## src/rtl/mips_mc_controller.sv

```systemverilog
// rtl/mips_mc_controller.sv - multicycle MIPS control FSM with memory-ready stall and illegal-op flag
module mips_mc_controller #(
  parameter bit HAS_BNE       = 1'b1,
  parameter bit HAS_IMM_LOGIC = 1'b1,
  parameter bit MEM_WAIT      = 1'b1
) (
  input  logic       clk,
  input  logic       reset,
  input  logic [5:0] op,
  input  logic [5:0] funct,
  input  logic       zero,
  input  logic       mem_ready,
  output logic       mem_req,
  output logic       memwrite,
  output logic       iord,
  output logic       irwrite,
  output logic       pcen,
  output logic [1:0] pcsrc,
  output logic       alusrca,
  output logic [1:0] alusrcb,
  output logic       signOrZero,
  output logic [2:0] alucontrol,
  output logic       regdst,
  output logic       memtoreg,
  output logic       regwrite,
  output logic       illegal
);

  typedef enum logic [3:0] {
    S_FETCH, S_DECODE, S_MEMADR, S_MEMRD, S_MEMWB, S_MEMWR,
    S_RTYPEEX, S_RTYPEWB, S_BRANCH, S_IMMEX, S_IMMWB, S_JUMP
  } state_t;

  localparam logic [5:0] OP_RTYPE = 6'b000000;
  localparam logic [5:0] OP_LW    = 6'b100011;
  localparam logic [5:0] OP_SW    = 6'b101011;
  localparam logic [5:0] OP_BEQ   = 6'b000100;
  localparam logic [5:0] OP_BNE   = 6'b000101;
  localparam logic [5:0] OP_ADDI  = 6'b001000;
  localparam logic [5:0] OP_ANDI  = 6'b001100;
  localparam logic [5:0] OP_ORI   = 6'b001101;
  localparam logic [5:0] OP_SLTI  = 6'b001010;
  localparam logic [5:0] OP_J     = 6'b000010;

  localparam logic [5:0] FN_ADD = 6'b100000;
  localparam logic [5:0] FN_SUB = 6'b100010;
  localparam logic [5:0] FN_AND = 6'b100100;
  localparam logic [5:0] FN_OR  = 6'b100101;
  localparam logic [5:0] FN_SLT = 6'b101010;

  localparam logic [2:0] ALU_ADD = 3'b010;
  localparam logic [2:0] ALU_SUB = 3'b110;
  localparam logic [2:0] ALU_AND = 3'b000;
  localparam logic [2:0] ALU_OR  = 3'b001;
  localparam logic [2:0] ALU_SLT = 3'b111;

  state_t state, next_state;
  logic   ill_next;
  logic   ready;
  logic   is_bne, is_imm_logic, is_imm, funct_legal;
  logic   mem_req_s, memwrite_s, irwrite_s, regwrite_s, pcwrite, branch;

  assign ready        = MEM_WAIT ? mem_ready : 1'b1;
  assign is_bne       = HAS_BNE && (op == OP_BNE);
  assign is_imm_logic = HAS_IMM_LOGIC && ((op == OP_ANDI) || (op == OP_ORI) || (op == OP_SLTI));
  assign is_imm       = (op == OP_ADDI) || is_imm_logic;
  assign funct_legal  = (funct == FN_ADD) || (funct == FN_SUB) || (funct == FN_AND) ||
                        (funct == FN_OR)  || (funct == FN_SLT);

  always_ff @(posedge clk or negedge reset) begin
    if (!reset) begin
      state   <= S_FETCH;
      illegal <= 1'b0;
    end else begin
      state   <= next_state;
      illegal <= ill_next;
    end
  end

  always_comb begin
    next_state = S_FETCH;
    ill_next   = 1'b0;
    case (state)
      S_FETCH:  next_state = ready ? S_DECODE : S_FETCH;
      S_DECODE: begin
        if ((op == OP_LW) || (op == OP_SW))        next_state = S_MEMADR;
        else if (op == OP_RTYPE)                   next_state = S_RTYPEEX;
        else if ((op == OP_BEQ) || is_bne)         next_state = S_BRANCH;
        else if (is_imm)                           next_state = S_IMMEX;
        else if (op == OP_J)                       next_state = S_JUMP;
        else                                       ill_next   = 1'b1;
      end
      S_MEMADR:  next_state = (op == OP_LW) ? S_MEMRD : S_MEMWR;
      S_MEMRD:   next_state = ready ? S_MEMWB : S_MEMRD;
      S_MEMWR:   next_state = ready ? S_FETCH : S_MEMWR;
      S_RTYPEEX: begin
        if (funct_legal) next_state = S_RTYPEWB;
        else             ill_next   = 1'b1;
      end
      S_IMMEX:   next_state = S_IMMWB;
      default:   next_state = S_FETCH;
    endcase
  end

  always_comb begin
    mem_req_s  = 1'b0;
    memwrite_s = 1'b0;
    irwrite_s  = 1'b0;
    regwrite_s = 1'b0;
    pcwrite    = 1'b0;
    branch     = 1'b0;
    iord       = 1'b0;
    pcsrc      = 2'b00;
    alusrca    = 1'b0;
    alusrcb    = 2'b00;
    signOrZero = 1'b0;
    alucontrol = ALU_ADD;
    regdst     = 1'b0;
    memtoreg   = 1'b0;
    case (state)
      S_FETCH: begin
        mem_req_s = 1'b1;
        alusrcb   = 2'b01;
        irwrite_s = ready;
        pcwrite   = ready;
      end
      S_DECODE:  alusrcb = 2'b11;
      S_MEMADR: begin
        alusrca = 1'b1;
        alusrcb = 2'b10;
      end
      S_MEMRD: begin
        mem_req_s = 1'b1;
        iord      = 1'b1;
      end
      S_MEMWB: begin
        regwrite_s = 1'b1;
        memtoreg   = 1'b1;
      end
      S_MEMWR: begin
        mem_req_s  = 1'b1;
        memwrite_s = 1'b1;
        iord       = 1'b1;
      end
      S_RTYPEEX: begin
        alusrca = 1'b1;
        case (funct)
          FN_SUB:  alucontrol = ALU_SUB;
          FN_AND:  alucontrol = ALU_AND;
          FN_OR:   alucontrol = ALU_OR;
          FN_SLT:  alucontrol = ALU_SLT;
          default: alucontrol = ALU_ADD;
        endcase
      end
      S_RTYPEWB: begin
        regwrite_s = 1'b1;
        regdst     = 1'b1;
      end
      S_BRANCH: begin
        alusrca    = 1'b1;
        alucontrol = ALU_SUB;
        pcsrc      = 2'b01;
        branch     = 1'b1;
      end
      S_IMMEX: begin
        alusrca = 1'b1;
        alusrcb = 2'b10;
        case (op)
          OP_ANDI: begin alucontrol = ALU_AND; signOrZero = 1'b1; end
          OP_ORI:  begin alucontrol = ALU_OR;  signOrZero = 1'b1; end
          OP_SLTI: alucontrol = ALU_SLT;
          default: alucontrol = ALU_ADD;
        endcase
      end
      S_IMMWB:   regwrite_s = 1'b1;
      S_JUMP: begin
        pcsrc   = 2'b10;
        pcwrite = 1'b1;
      end
      default: ;
    endcase
  end

  // Strobes are gated by reset so an in-flight access or write dies the instant reset asserts.
  assign mem_req  = reset & mem_req_s;
  assign memwrite = reset & memwrite_s;
  assign irwrite  = reset & irwrite_s;
  assign regwrite = reset & regwrite_s;
  assign pcen     = reset & (pcwrite | (branch & (zero ^ is_bne)));

endmodule

```

## config.mk

```make
export PLATFORM = sky130hd
export DESIGN_NAME = mips_mc_controller
export DESIGN_NICKNAME = d
export VERILOG_FILES = /design/src/rtl/mips_mc_controller.sv
export SDC_FILE = /design/constraint.sdc
export NUM_CORES = 1
export LEC_CHECK = 0
export BUFFER_PORTS_ARGS = -buffer_cell sky130_fd_sc_hd__buf_2
export CORE_MARGIN = 2
export CORE_UTILIZATION = 42
export CTS_CLUSTER_SIZE = 30
export DETAILED_ROUTE_END_ITERATION = 6
export PLACE_DENSITY = 0.81
export SKIP_CTS_REPAIR_TIMING = 1
export SLEW_MARGIN = 10
export SYNTH_ARGS = -nofsm -noshare
export SYNTH_HDL_FRONTEND = slang
export SYNTH_SLANG_ARGS = --single-unit
export TNS_END_PERCENT = 5
```

## constraint.sdc

```tcl
create_clock -name clk -period 1.4 [get_ports clk]
set_clock_uncertainty 0.05 [all_clocks]
set_input_delay 0.07 -clock clk [delete_from_list [all_inputs] [get_ports clk]]
set_output_delay 0.07 -clock clk [all_outputs]
set_load 0.03 [all_outputs]
```

==> summary.txt <==
Final Hold Vio Count: 0
# setup viols final: 22
Pwr dens: 1240 nW/um^2
Initial antenna violation count: 0
Placed insts: 193
Final WL: 4060 um
Hpwl dp: 2420 um
First-pass GRT wire length: 4830 um
Worst-Margin Slew: 765 ps
Mapped Area: 766 sq um
CTS Root Cell: clkbuf_4
Worst path slowest cell: dfrtp_1
Routed length per instance: 19.9 um
Crit-path max FO: 6
Most frequent cell after synthesis: nor2_1
Post-Syn Nets: 125
Outcome: finished with violations
CTS tree: built
Clock period minus worst slack: 1940 ps
CP Data Required Time: 1280 ps
Net count, final: 196
Slew margin rel.: 48.3%
Worst hold slack: 218 ps
CTS Sinks: 5
Die Y: 46.7 um
CP most frequent cell: buf_6
Syn. warnings: 0
CTS Buffer Depth: 2
Setup crit end kind: output port
Max rail drop VDD: 1.16 mV
Flop and latch count out of synthesis: 5
Gpl congestion: 0.922
Slew Limit Fails: 0
P&R area growth vs syn: 96.7%
Peak Freq: 0.515 GHz
Post-synth cell types: 45
PortBufs: 33
Synth top area share: 16.3%
Via density per instance: 6.22
Core ar.: 1730 sq um
Async S/R FF share, synth: 100%
Pleak: 0.677 nW
Min-Delay Path Class: primary input to register
Grt ovf: 0
Clk_lat worst skew: 250 ps
RSZ-0062 raised after global routing: yes
Ant diodes: 0
Post-Syn Area per Cell: 7.03 sq um
Final period util: 139%
Ranking of synthesized cells by area: dfrtp_1 16%, nor2_1 8.3%, nor3_1 5.2%
Max Cap Viol: 0
Remaining antenna violation count: 0
Number of global-route vias before repair: 1152
Layout cell share with drive strength beyond 1: 58.7%
Detailed-router iteration count before antenna repair: 4
Via count: 1269
Filler cells: 101
Pin count of the biggest net entering global routing: 14
Clock slew at reported path FFs: 50 ps
Failing checks: setup timing
Crit path launch type: register
Crit path cell chain: buf_6 -> and4bb_2 -> and3_4 -> a31oi_1 -> nand2_1 -> buf_6
Die W: 46.7 um
Critical Path AT: 1820 ps
Number of cell rows: 15
EDFF count, synth: 0
Cell taking the most area after synthesis: dfrtp_1
I/O pin cnt: 34
Worst setup margin: -543 ps
All-Layer GR Usage: 31.5%
Die Area: 2180 sq um
Residual DRC: 0
Htree depth: 1
Non-Filler Instances: 204
Dominant synthesized flop cell: dfrtp_1
Setup CP Type: register to output port
Cells after Synth: 109
Commonest cells post-synth: 17 x nor2_1, 8 x nand2_1, 8 x nor3_1
CTS buffer count: 3
Sequential share of the synthesized area: 16.3%
Max stage delay on crit path: 420 ps
Initial drt markers: 63
Starting Density: 44.3%
per-stage QoR:
step | area [sq um] | setup slack (ps) | power (mW) | setup TNS [ps] | util (%)
after global placement | 1240 | -184 | 1.29 | -762 | 72.0
after floorplan | 845 | -162 | 0.910 | -1070 | -
after CTS | 1270 | -522 | 1.52 | -5020 | 73.6
final | 1510 | -543 | 1.86 | -5190 | 87.2
after global routing | 1510 | -552 | 1.93 | -5970 | 87.2
after detailed placement | 1240 | -248 | 1.34 | -1210 | 72.0
final timing paths:
kind | start | end | slack, ps | cells after the start
setup / recovery | state[0] | alucontrol[2] | -540 | 6
hold / removal | op[4] | state[1] | 220 | 4
setup reg to reg | state[1] | state[2] | -250 | 6
hold reg to reg | state[3] | state[2] | 650 | 2
max in group asynchronous | reset | state[2] | 750 | 3
min in group asynchronous | reset | state[1] | 310 | 3
flip-flops by register name, indices dropped and copies added, names as in the netlist:
register	count
illegal	1
state	4
worst max-delay path: cells and delay by family (launching register included):
kind | cells | cell delay [ps]
flip-flops | 1 | 420
AO/OA/AOI/OAI | 1 | 280
buffers and inverters | 2 | 300
AND/OR/NAND/NOR | 3 | 560
layout make-up:
cell class / instances / area [sq um] / area share [%]
repair buffers: 72 / 544 / 36.1
flip-flops and latches: 5 / 126 / 8.39
multi-input cells: 93 / 759 / 50.4
inverters: 5 / 18.8 / 1.25
well taps: 25 / 31.3 / 2.08
clock buffers: 4 / 26.3 / 1.74
where the power goes:
group	internal, mW	total (mW)	switching (mW)	leakage (nW)
Clock	0.108	0.180	0.0713	0.0150
Sequential	0.189	0.235	0.0461	0.0651
Combinational	0.646	1.45	0.803	0.597
Total	0.943	1.86	0.921	0.677
cell usage in the layout, fill, tap and decap left out, types with 4 or more instances in the layout:
cell / instances
buf_4: 33
buf_2: 22
inv_1: 4
nor3_1: 5
clkbuf_4: 4
nand2_1: 8
nor2_2: 4
buf_6: 15
dfrtp_1: 4
nand2b_4: 4
nor2_1: 11
per-layer routing:
| layer | up-vias | part of all wire (%) | track usage (%) |
|---|---|---|---|
| met3 | 27 | 8.1 | 6.67 |
| met2 | 103 | 50 | 57.5 |
| li1 | 552 | - | - |
| met5 | - | 0 | 0 |
| met1 | 587 | 36 | 30.7 |
| met4 | 0 | 5.5 | 23.9 |
cell families after synthesis:
logic type,Yosys count,share of synthesized area [%]
AOI/OAI and AO/OA,27,25.5
DFF,5,16.3
muxes,1,1.31
buffers and inverters,11,6.70
and+or+nand+nor,63,47.9
xor gates and xnor gates,2,2.29
Note: power is estimated with default switching activity, not from simulation.
